[config.mk]
export PLATFORM = sky130hd
export DESIGN_NAME = irda_tx_arbiter_flat
export DESIGN_NICKNAME = d
export VERILOG_FILES = /design/src/rtl/irda_tx_arbiter_if.sv /design/src/rtl/irda_tx_arbiter.sv /design/src/flat_wrapper.sv
export SDC_FILE = /design/constraint.sdc
export NUM_CORES = 1
export LEC_CHECK = 0
export CAP_MARGIN = 40
export CORE_MARGIN = 2
export CORE_UTILIZATION = 40
export CTS_CLUSTER_SIZE = 16
export DETAILED_ROUTE_END_ITERATION = 8
export GPL_TIMING_DRIVEN = 0
export PLACE_DENSITY_LB_ADDON = 0.25
export SLEW_MARGIN = 20
export SYNTH_ARGS = -nofsm -noshare
export SYNTH_HDL_FRONTEND = slang
export SYNTH_SLANG_ARGS = --single-unit
[constraint.sdc]
create_clock -name iCLK -period 2.1 [get_ports iCLK]
set_input_delay 0.42 -clock iCLK [delete_from_list [all_inputs] [get_ports iCLK]]
set_output_delay 0.42 -clock iCLK [all_outputs]
set_load 0.05 [all_outputs]
[src/rtl/irda_tx_arbiter_if.sv]
// Bundle of requester-side and transmitter-side signals around the IrDA
// transmit arbiter. The arbiter connects through the slave modport; whoever
// drives requests and models the transmitter uses the master modport.
interface irda_tx_arbiter_if #(
  parameter int NUM_REQ = 4
) ();
  logic [NUM_REQ-1:0]    iREQ;
  logic [32*NUM_REQ-1:0] iDATA;
  logic [NUM_REQ-1:0]    oGRANT;
  logic [NUM_REQ-1:0]    oACK;
  logic [NUM_REQ-1:0]    oERR;
  logic [31:0]           oTXD_DATA;
  logic                  oTXD_READY;
  logic                  iTXD_BUSY;
  logic                  oBUSY;

  modport master (
    output iREQ, iDATA, iTXD_BUSY,
    input  oGRANT, oACK, oERR, oTXD_DATA, oTXD_READY, oBUSY
  );

  modport slave (
    input  iREQ, iDATA, iTXD_BUSY,
    output oGRANT, oACK, oERR, oTXD_DATA, oTXD_READY, oBUSY
  );
endinterface

[src/rtl/irda_tx_arbiter.sv]
// Round-robin arbiter sharing one IrDA transmitter among NUM_REQ requesters.
// Latches the winning frame word, strobes the transmitter once, follows its
// busy handshake, reports ack/err to the owner and enforces an idle gap.
module irda_tx_arbiter #(
  parameter int NUM_REQ       = 4,
  parameter int GAP_CYCLES    = 1000,
  parameter int START_TIMEOUT = 16
) (
  input logic              iCLK,
  input logic              iRST_n,
  irda_tx_arbiter_if.slave bus
);
  localparam int IW       = (NUM_REQ > 1) ? $clog2(NUM_REQ) : 1;
  localparam int TW       = $clog2(START_TIMEOUT + 1);
  localparam int GW       = $clog2(GAP_CYCLES + 2);
  localparam int GAP_LAST = (GAP_CYCLES > 0) ? GAP_CYCLES - 1 : 0;

  localparam logic [TW-1:0] TIMEOUT_LAST = TW'(START_TIMEOUT - 1);
  localparam logic [GW-1:0] GAP_END      = GW'(GAP_LAST);
  localparam logic [IW-1:0] LAST_IDX     = IW'(NUM_REQ - 1);

  typedef enum logic [2:0] {
    IDLE,
    START,
    WAIT_BUSY,
    WAIT_DONE,
    GAP
  } arbState_t;

  arbState_t          stateReg;
  arbState_t          stateNext;
  logic [IW-1:0]      ownerReg;
  logic [IW-1:0]      ptrReg;
  logic [31:0]        txdDataReg;
  logic [TW-1:0]      timeoutCntReg;
  logic [GW-1:0]      gapCntReg;

  logic               winnerFound;
  logic [IW-1:0]      winnerIdx;
  logic               grantNow;
  logic               ackNow;
  logic               errNow;
  logic               inFrame;
  logic [NUM_REQ-1:0] ownerOneHot;
  logic [31:0]        dataWord [NUM_REQ];

  // View the flat data bus as one word per requester, and decode the owner.
  for (genvar gi = 0; gi < NUM_REQ; gi++) begin : gPerReq
    assign dataWord[gi]    = bus.iDATA[32*gi +: 32];
    assign ownerOneHot[gi] = (ownerReg == IW'(gi));
  end

  // Round-robin search: first requester at or after the pointer, wrapping.
  always_comb begin
    int candSum;
    logic [IW-1:0] candIdx;
    winnerFound = 1'b0;
    winnerIdx   = '0;
    candSum     = 0;
    candIdx     = '0;
    for (int i = 0; i < NUM_REQ; i++) begin
      candSum = int'(ptrReg) + i;
      if (candSum >= NUM_REQ) begin
        candSum = candSum - NUM_REQ;
      end
      candIdx = IW'(candSum);
      if (!winnerFound && bus.iREQ[candIdx]) begin
        winnerFound = 1'b1;
        winnerIdx   = candIdx;
      end
    end
  end

  // Next-state logic plus the grant/ack/err decisions of the current cycle.
  always_comb begin
    stateNext = stateReg;
    grantNow  = 1'b0;
    ackNow    = 1'b0;
    errNow    = 1'b0;
    case (stateReg)
      IDLE: begin
        // A stale busy level from the transmitter is deliberately ignored here.
        if (winnerFound) begin
          grantNow  = 1'b1;
          stateNext = START;
        end
      end
      START: begin
        stateNext = WAIT_BUSY;
      end
      WAIT_BUSY: begin
        if (bus.iTXD_BUSY) begin
          stateNext = WAIT_DONE;
        end else if (timeoutCntReg == TIMEOUT_LAST) begin
          errNow    = 1'b1;
          stateNext = GAP;
        end
      end
      WAIT_DONE: begin
        // Frame length belongs to the transmitter, so no timeout here.
        if (!bus.iTXD_BUSY) begin
          ackNow    = 1'b1;
          stateNext = GAP;
        end
      end
      GAP: begin
        if (gapCntReg == GAP_END) begin
          stateNext = IDLE;
        end
      end
      default: begin
        stateNext = IDLE;
      end
    endcase
  end

  // State register.
  always_ff @(posedge iCLK or negedge iRST_n) begin
    if (!iRST_n) begin
      stateReg <= IDLE;
    end else begin
      stateReg <= stateNext;
    end
  end

  // Owner, round-robin pointer and frame word change only on a grant.
  always_ff @(posedge iCLK or negedge iRST_n) begin
    if (!iRST_n) begin
      ownerReg   <= '0;
      ptrReg     <= '0;
      txdDataReg <= '0;
    end else if (grantNow) begin
      ownerReg   <= winnerIdx;
      ptrReg     <= (winnerIdx == LAST_IDX) ? '0 : winnerIdx + IW'(1);
      txdDataReg <= dataWord[winnerIdx];
    end
  end

  // Start-timeout counter: cleared by the strobe, counts while busy stays low.
  always_ff @(posedge iCLK or negedge iRST_n) begin
    if (!iRST_n) begin
      timeoutCntReg <= '0;
    end else if (stateReg == START) begin
      timeoutCntReg <= '0;
    end else if (stateReg == WAIT_BUSY && !bus.iTXD_BUSY) begin
      timeoutCntReg <= timeoutCntReg + TW'(1);
    end
  end

  // Inter-frame gap counter: zero outside GAP, counts each GAP cycle.
  always_ff @(posedge iCLK or negedge iRST_n) begin
    if (!iRST_n) begin
      gapCntReg <= '0;
    end else if (stateReg == GAP) begin
      gapCntReg <= gapCntReg + GW'(1);
    end else begin
      gapCntReg <= '0;
    end
  end

  assign inFrame        = (stateReg == START) || (stateReg == WAIT_BUSY) ||
                          (stateReg == WAIT_DONE);
  assign bus.oGRANT     = inFrame ? ownerOneHot : '0;
  assign bus.oACK       = ackNow ? ownerOneHot : '0;
  assign bus.oERR       = errNow ? ownerOneHot : '0;
  assign bus.oTXD_READY = (stateReg == START);
  assign bus.oTXD_DATA  = txdDataReg;
  assign bus.oBUSY      = (stateReg != IDLE);
endmodule

[src/flat_wrapper.sv]
// flat-port wrapper written by rule: the top's interface ports become plain ports
module irda_tx_arbiter_flat 
#(
  parameter int NUM_REQ       = 4,
  parameter int GAP_CYCLES    = 1000,
  parameter int START_TIMEOUT = 16
)
  (iCLK, iRST_n, bus_iREQ, bus_iDATA, bus_iTXD_BUSY, bus_oGRANT, bus_oACK, bus_oERR, bus_oTXD_DATA, bus_oTXD_READY, bus_oBUSY);
  irda_tx_arbiter_if #(.NUM_REQ(NUM_REQ)) bus_i ();
  input logic iCLK;
  input logic iRST_n;
  input wire logic [$bits(bus_i.iREQ)-1:0] bus_iREQ;
  input wire logic [$bits(bus_i.iDATA)-1:0] bus_iDATA;
  input wire logic [$bits(bus_i.iTXD_BUSY)-1:0] bus_iTXD_BUSY;
  output wire logic [$bits(bus_i.oGRANT)-1:0] bus_oGRANT;
  output wire logic [$bits(bus_i.oACK)-1:0] bus_oACK;
  output wire logic [$bits(bus_i.oERR)-1:0] bus_oERR;
  output wire logic [$bits(bus_i.oTXD_DATA)-1:0] bus_oTXD_DATA;
  output wire logic [$bits(bus_i.oTXD_READY)-1:0] bus_oTXD_READY;
  output wire logic [$bits(bus_i.oBUSY)-1:0] bus_oBUSY;
  assign bus_i.iREQ = bus_iREQ;
  assign bus_i.iDATA = bus_iDATA;
  assign bus_i.iTXD_BUSY = bus_iTXD_BUSY;
  assign bus_oGRANT = bus_i.oGRANT;
  assign bus_oACK = bus_i.oACK;
  assign bus_oERR = bus_i.oERR;
  assign bus_oTXD_DATA = bus_i.oTXD_DATA;
  assign bus_oTXD_READY = bus_i.oTXD_READY;
  assign bus_oBUSY = bus_i.oBUSY;
  irda_tx_arbiter #(.NUM_REQ(NUM_REQ), .GAP_CYCLES(GAP_CYCLES), .START_TIMEOUT(START_TIMEOUT)) u_core (.iCLK(iCLK), .iRST_n(iRST_n), .bus(bus_i));
endmodule
-- Yosys cells after proc, flatten, opt, wreduce, memory -nomap -nowiden
Cells that the tools add are included.
- $lt $le $gt $ge: 9
- add/sub/neg operators: 10
- muxes and demuxes: 43
- reductions and logical operators: 15
- eq/ne operators: 14
- bitwise logic cells: 1
- operator list (cell ; number):
    binary-select mux 32 bit (select 2 bit) ; 1
    two-way mux 32 bit ; 2
    two-way mux 2 bit ; 9
    two-way mux 1 bit ; 15
    two-way mux 3 bit ; 5
    case mux 3 bit (5 select lines) ; 1
    greater-or-equal comparator 3 bit (second input constant) ; 4
    less-than comparator 2 x 3 -> 1 bit (second input constant) ; 4
    two-way mux 4 bit ; 3
    adder 10 x 1 -> 10 bit (second input constant) ; 1
    equality test 10 bit (second input constant) ; 1
    two-way mux 10 bit ; 1
    two-way mux 5 bit ; 2
    binary-select mux 1 bit (select 2 bit) ; 4
    subtractor 2 x 1 -> 2 bit (second input constant) ; 4
    adder 2 x 2 -> 3 bit (second input constant) ; 2
    equality test 2 bit (second input constant) ; 3
    equality test 3 x 2 -> 1 bit (second input constant) ; 2
    adder 5 x 1 -> 5 bit (second input constant) ; 1
    equality test 5 x 4 -> 1 bit (second input constant) ; 1
    logical AND 1 bit ; 4
    zero test 1 bit ; 4
    inequality test 2 x 1 -> 1 bit (second input constant) ; 2
    AND reduction 4 bit ; 1
    14 further kinds ; 15
- register bits: 54
- output and inout port bits: 46
- logic and storage cells: 98

-- Depth between registers and ports, before layout
- word-level depth: 18
- mapped depth: 8

-- Worst setup path after synthesis
No wires, ideal clock.
- path type: register to output
- from: register u_core.timeoutCntReg[0]
- to: output port bus_oERR[0]
- stages on the path, launching flop included: 6
- slack: -0.352 ns
- data arrival time: 2.032 ns
- required time: 1.680 ns
- path through: dfrtp_1 > ha_1 > and3_1 > ha_1 > nand3_1 > nor3_1
- word-level cells in the longest chain between the ends: 5
- RTL lines (item ; RTL line ; text):
    start, declared ; irda_tx_arbiter.sv:35 ; logic [TW-1:0] timeoutCntReg;
    start signal, assigned ; irda_tx_arbiter.sv:146 ; timeoutCntReg <= timeoutCntReg + TW'(1);
    equality test 5 x 4 -> 1 bit ; irda_tx_arbiter.sv:94 ; end else if (timeoutCntReg == TIMEOUT_LAST) begin
    two-way mux 1 bit ; irda_tx_arbiter.sv:94 ;
    two-way mux 1 bit ; irda_tx_arbiter.sv:92 ; if (bus.iTXD_BUSY) begin
    two-way mux 1 bit ; irda_tx_arbiter.sv:80 ; case (stateReg)
    two-way mux 4 bit ; irda_tx_arbiter.sv:165 ; assign bus.oERR = errNow ? ownerOneHot : '0;
    end, declared ; flat_wrapper.sv:17 ; output wire logic [$bits(bus_i.oERR)-1:0] bus_oERR;
No other way between the ends.

-- Worst setup path in the final report
Same ends and word-level chain as after synthesis.

==> out/qor.csv <==
metric,value,unit
run status,finished with violations,
failing checks,setup timing,
Total Power,7.45,mW
"Data arrival, critical path",1.74,ns
placed inst area,5370,um^2
post-route minimum period,2.16,ns
final net count,655,
pin count of the biggest net entering global routing,55,
share of layout cells above drive strength 1,0.208,
worst-path cell with the longest stage delay,sky130_fd_sc_hd__dfrtp_1,
most repeated cell in the gate-level netlist after synthesis,sky130_fd_sc_hd__mux2i_1,
CP Buf/Inv Count,1,
top-level port count,181,
final standard cell area without fillers,5660,um^2
Vert. Die Dim,96.5,um
Congestion Overflow GR,0,
number of global-route vias before repair,3185,
antenna violations before repair,0,
minimum setup slack among reg-to-reg paths,0.30,ns
Routed WL,10900,um
type of destination of the critical path,output port,
Final Core Density,0.685,
Port Buffers,180,
number of synthesized register bits,54,
Total Negative Setup Slacks,-0.0730,ns
initial drt markers,100,
Die X,96.5,um
Floorplan Core Area,8260,um^2
kind of start point of the critical path,flop,
routability congestion estimate from global placement,0.832,
Leakage,2.43,nW
Post-DRT Antenna Nets,0,
class of the tightest hold or removal check,input port to asynchronous set/reset pin,
path type of the worst setup path,flop to output port,
buffer cell driving the clock tree root,sky130_fd_sc_hd__clkbuf_8,
kind of cell adding the most delay to the critical path,simple AND/OR/NAND/NOR gates,
worst-case reg-to-reg path depth,7,
Post-Syn Nets,458,
post-cts hold buffer count,0,
total global-route track usage,0.217,
routed wirelength normalized by instance count,17.5,um
number of enable-type register cells in the synthesized netlist,0,
maximum single-stage delay on the critical path,0.40,ns
Final Max Slew Viols,0,
final cell count without fillers,623,
post-route setup slack,-0.0631,ns
asr flop ratio synth,1.00,
netlist area before placement,3420,um^2
final cycle utilization of the critical path,1.03,
drc violations,0,
critical path cell sequence,ha_2 -> and3_4 -> ha_4 -> nand3_4 -> nor3_4 -> buf_6,
Reg2Reg Launch Point,u_core.ptrReg[0],
area share of the leading cell type in the synthesized netlist,0.395,
Max Root-Sink Buffers,2,
warning count from the yosys run,0,
fraction of the yosys area taken by sequential cells,0.395,
Synth-to-Final Area Change,65.4,%
diodes inserted,0,
syn_area_per_cell,10.7,um^2
most frequently used flop master after synthesis,sky130_fd_sc_hd__dfrtp_1,
hold violation total from the final report,0,
startpoint of the worst setup timing path,u_core.timeoutCntReg[0],
Max IR drop VDD,0.000796,V
Max H-tree Level,2,
via total after detailed routing,3300,
top fanout value on the critical path,4,
Least-Margin Pin Slew,0.702,ns
Yosys top cell by area,sky130_fd_sc_hd__dfrtp_1,
number of cells on the critical path,6,
area of the multi-input gates,2010,um^2
Max-Cap Viols,0,
clock latency on the worst-skew pair,0.31,ns
Setup Skew,0.00677,ns
Synth cell types,42,
die outline area,9300,um^2
data required time at the worst endpoint,1.68,ns
achievable frequency,0.462,GHz
Final setup violation count,3,
Slew HR,0.532,
Via density,5.30,
estimated wirelength of the detail-placed design,8230,um
biggest area contributors in the synthesized netlist,"sky130_fd_sc_hd__dfrtp_1, sky130_fd_sc_hd__mux2i_1, sky130_fd_sc_hd__o221ai_2",
number of placed cells counting well taps,605,
power per unit of standard cell area,1320,nW/um^2
CTS buffer count,5,
CTS tree,done,
most numerous cell types in the synthesized netlist,"sky130_fd_sc_hd__mux2i_1, sky130_fd_sc_hd__dfrtp_1, sky130_fd_sc_hd__nand2_1",
Worst Setup EP,bus_oERR[0],
gate count of the mapped netlist,320,
sinks on the clock net,54,
global-route wire length before repair,15500,um
first-pass detailed-route iteration total,4,
Storage cell area,1350,um^2
starting utilization of the core area,0.414,
unrepaired setup endpoints after global routing,yes,
std cell rows,33,
end of the worst register-to-register path,u_core.bus.oTXD_DATA[31],
clock transition time at the flip-flop clock pins of the worst setup and hold paths,0.09,ns
total of fill cells in the finished design,647,
==> flip-flops by register name, summed over array words and instances, names as in the netlist <==
name and count:
u_core.bus.oTXD_DATA 32, u_core.stateReg 3, u_core.timeoutCntReg 5, u_core.ptrReg 2, u_core.gapCntReg 10, u_core.ownerReg 2
==> repair_timing <==
action | 4_1_cts | 5_1_grt
gates cloned | 0 | 1
gates resized for setup | 78 | 47
setup endpoints to repair | 38 | 44
setup buffers | 0 | 10
pin swaps | 0 | 5
==> worst min-delay path by stage <==
stage	start	to	slack, ns	depth (start not counted)
floorplan	iRST_n	u_core.bus.oTXD_DATA[0]	0.12	0
global placement	u_core.gapCntReg[0]	u_core.gapCntReg[0]	0.44	1
detailed placement	u_core.gapCntReg[0]	u_core.gapCntReg[0]	0.45	1
CTS	iRST_n	u_core.bus.oTXD_DATA[27]	0.17	1
global route	iRST_n	u_core.bus.oTXD_DATA[20]	0.22	1
finish	iRST_n	u_core.bus.oTXD_DATA[27]	0.15	1
==> layout by cell type (no fill, tap or decap), types with 2 or more instances in the layout <==
cell type                         count
sky130_fd_sc_hd__a21oi_1              9
sky130_fd_sc_hd__a22o_1               2
sky130_fd_sc_hd__a22oi_1              2
sky130_fd_sc_hd__and3_1               2
sky130_fd_sc_hd__buf_2                8
sky130_fd_sc_hd__buf_4               18
sky130_fd_sc_hd__buf_6               18
sky130_fd_sc_hd__clkbuf_1             2
sky130_fd_sc_hd__clkbuf_8             6
sky130_fd_sc_hd__clkdlybuf4s50_1    164
sky130_fd_sc_hd__dfrtp_1             53
sky130_fd_sc_hd__inv_1                3
sky130_fd_sc_hd__mux2i_1             59
sky130_fd_sc_hd__mux2i_2              5
sky130_fd_sc_hd__nand2_1             43
sky130_fd_sc_hd__nand2b_1             3
sky130_fd_sc_hd__nand3_1              3
sky130_fd_sc_hd__nand3b_1             2
sky130_fd_sc_hd__nand4_1              2
sky130_fd_sc_hd__nor2_1              16
sky130_fd_sc_hd__nor2b_1              3
sky130_fd_sc_hd__nor3_1               2
sky130_fd_sc_hd__nor3_2               2
sky130_fd_sc_hd__nor3_4               2
sky130_fd_sc_hd__o21ai_0             11
sky130_fd_sc_hd__o21ai_1              2
sky130_fd_sc_hd__o221ai_1             3
sky130_fd_sc_hd__o221ai_2            30
sky130_fd_sc_hd__or3_1                6
sky130_fd_sc_hd__xnor2_1              3
sky130_fd_sc_hd__xor2_1               3
==> per-stage QoR <==
stage | hold WS [ns] | setup slack, ns
CTS | 0.174 | -0.102
finish | 0.146 | -0.0631
floorplan | 0.124 | 0.0141
global route | 0.215 | -0.138
detailed placement | 0.450 | -0.731
global placement | 0.439 | -1.10
==> cells by family after synthesis <==
logic type               count (synthesis)  synth area share
flip-flops                              54             0.395
XOR/XNOR                                 6            0.0154
adder cells (fa/ha/maj)                  3            0.0110
AO/OA/AOI/OAI                           67             0.199
AND/OR/NAND/NOR                        100             0.141
buffers and inverters                   26            0.0509
multiplexers                            64             0.187
==> power breakdown <==
| group | leakage, nW | internal, mW | total, mW | switching, mW |
|---|---|---|---|---|
| Combinational | 1.69 | 2.09 | 5.11 | 3.02 |
| Sequential | 0.687 | 1.44 | 1.73 | 0.282 |
| Clock | 0.0482 | 0.267 | 0.610 | 0.343 |
| Total | 2.43 | 3.80 | 7.45 | 3.65 |
==> layout make-up <==
type / instances / share of cell area
repair buffers: 191 / 0.328
clock inverters: 1 / 0.000885
inverters: 4 / 0.00265
clock buffers: 7 / 0.0153
flip-flops and latches: 54 / 0.239
plain buffers: 21 / 0.0350
multi-input cells: 240 / 0.356
well taps: 105 / 0.0232
==> routing by layer <==
metal / part of all wire / GRT usage / wire length (um)
met4: 0.016 / 0.0610 / 179
met3: 0.086 / 0.0442 / 940
met5: 0 / 0 / 0
met1: 0.40 / 0.272 / 4410
met2: 0.49 / 0.378 / 5380
Note: power is estimated with default switching activity, not from simulation.
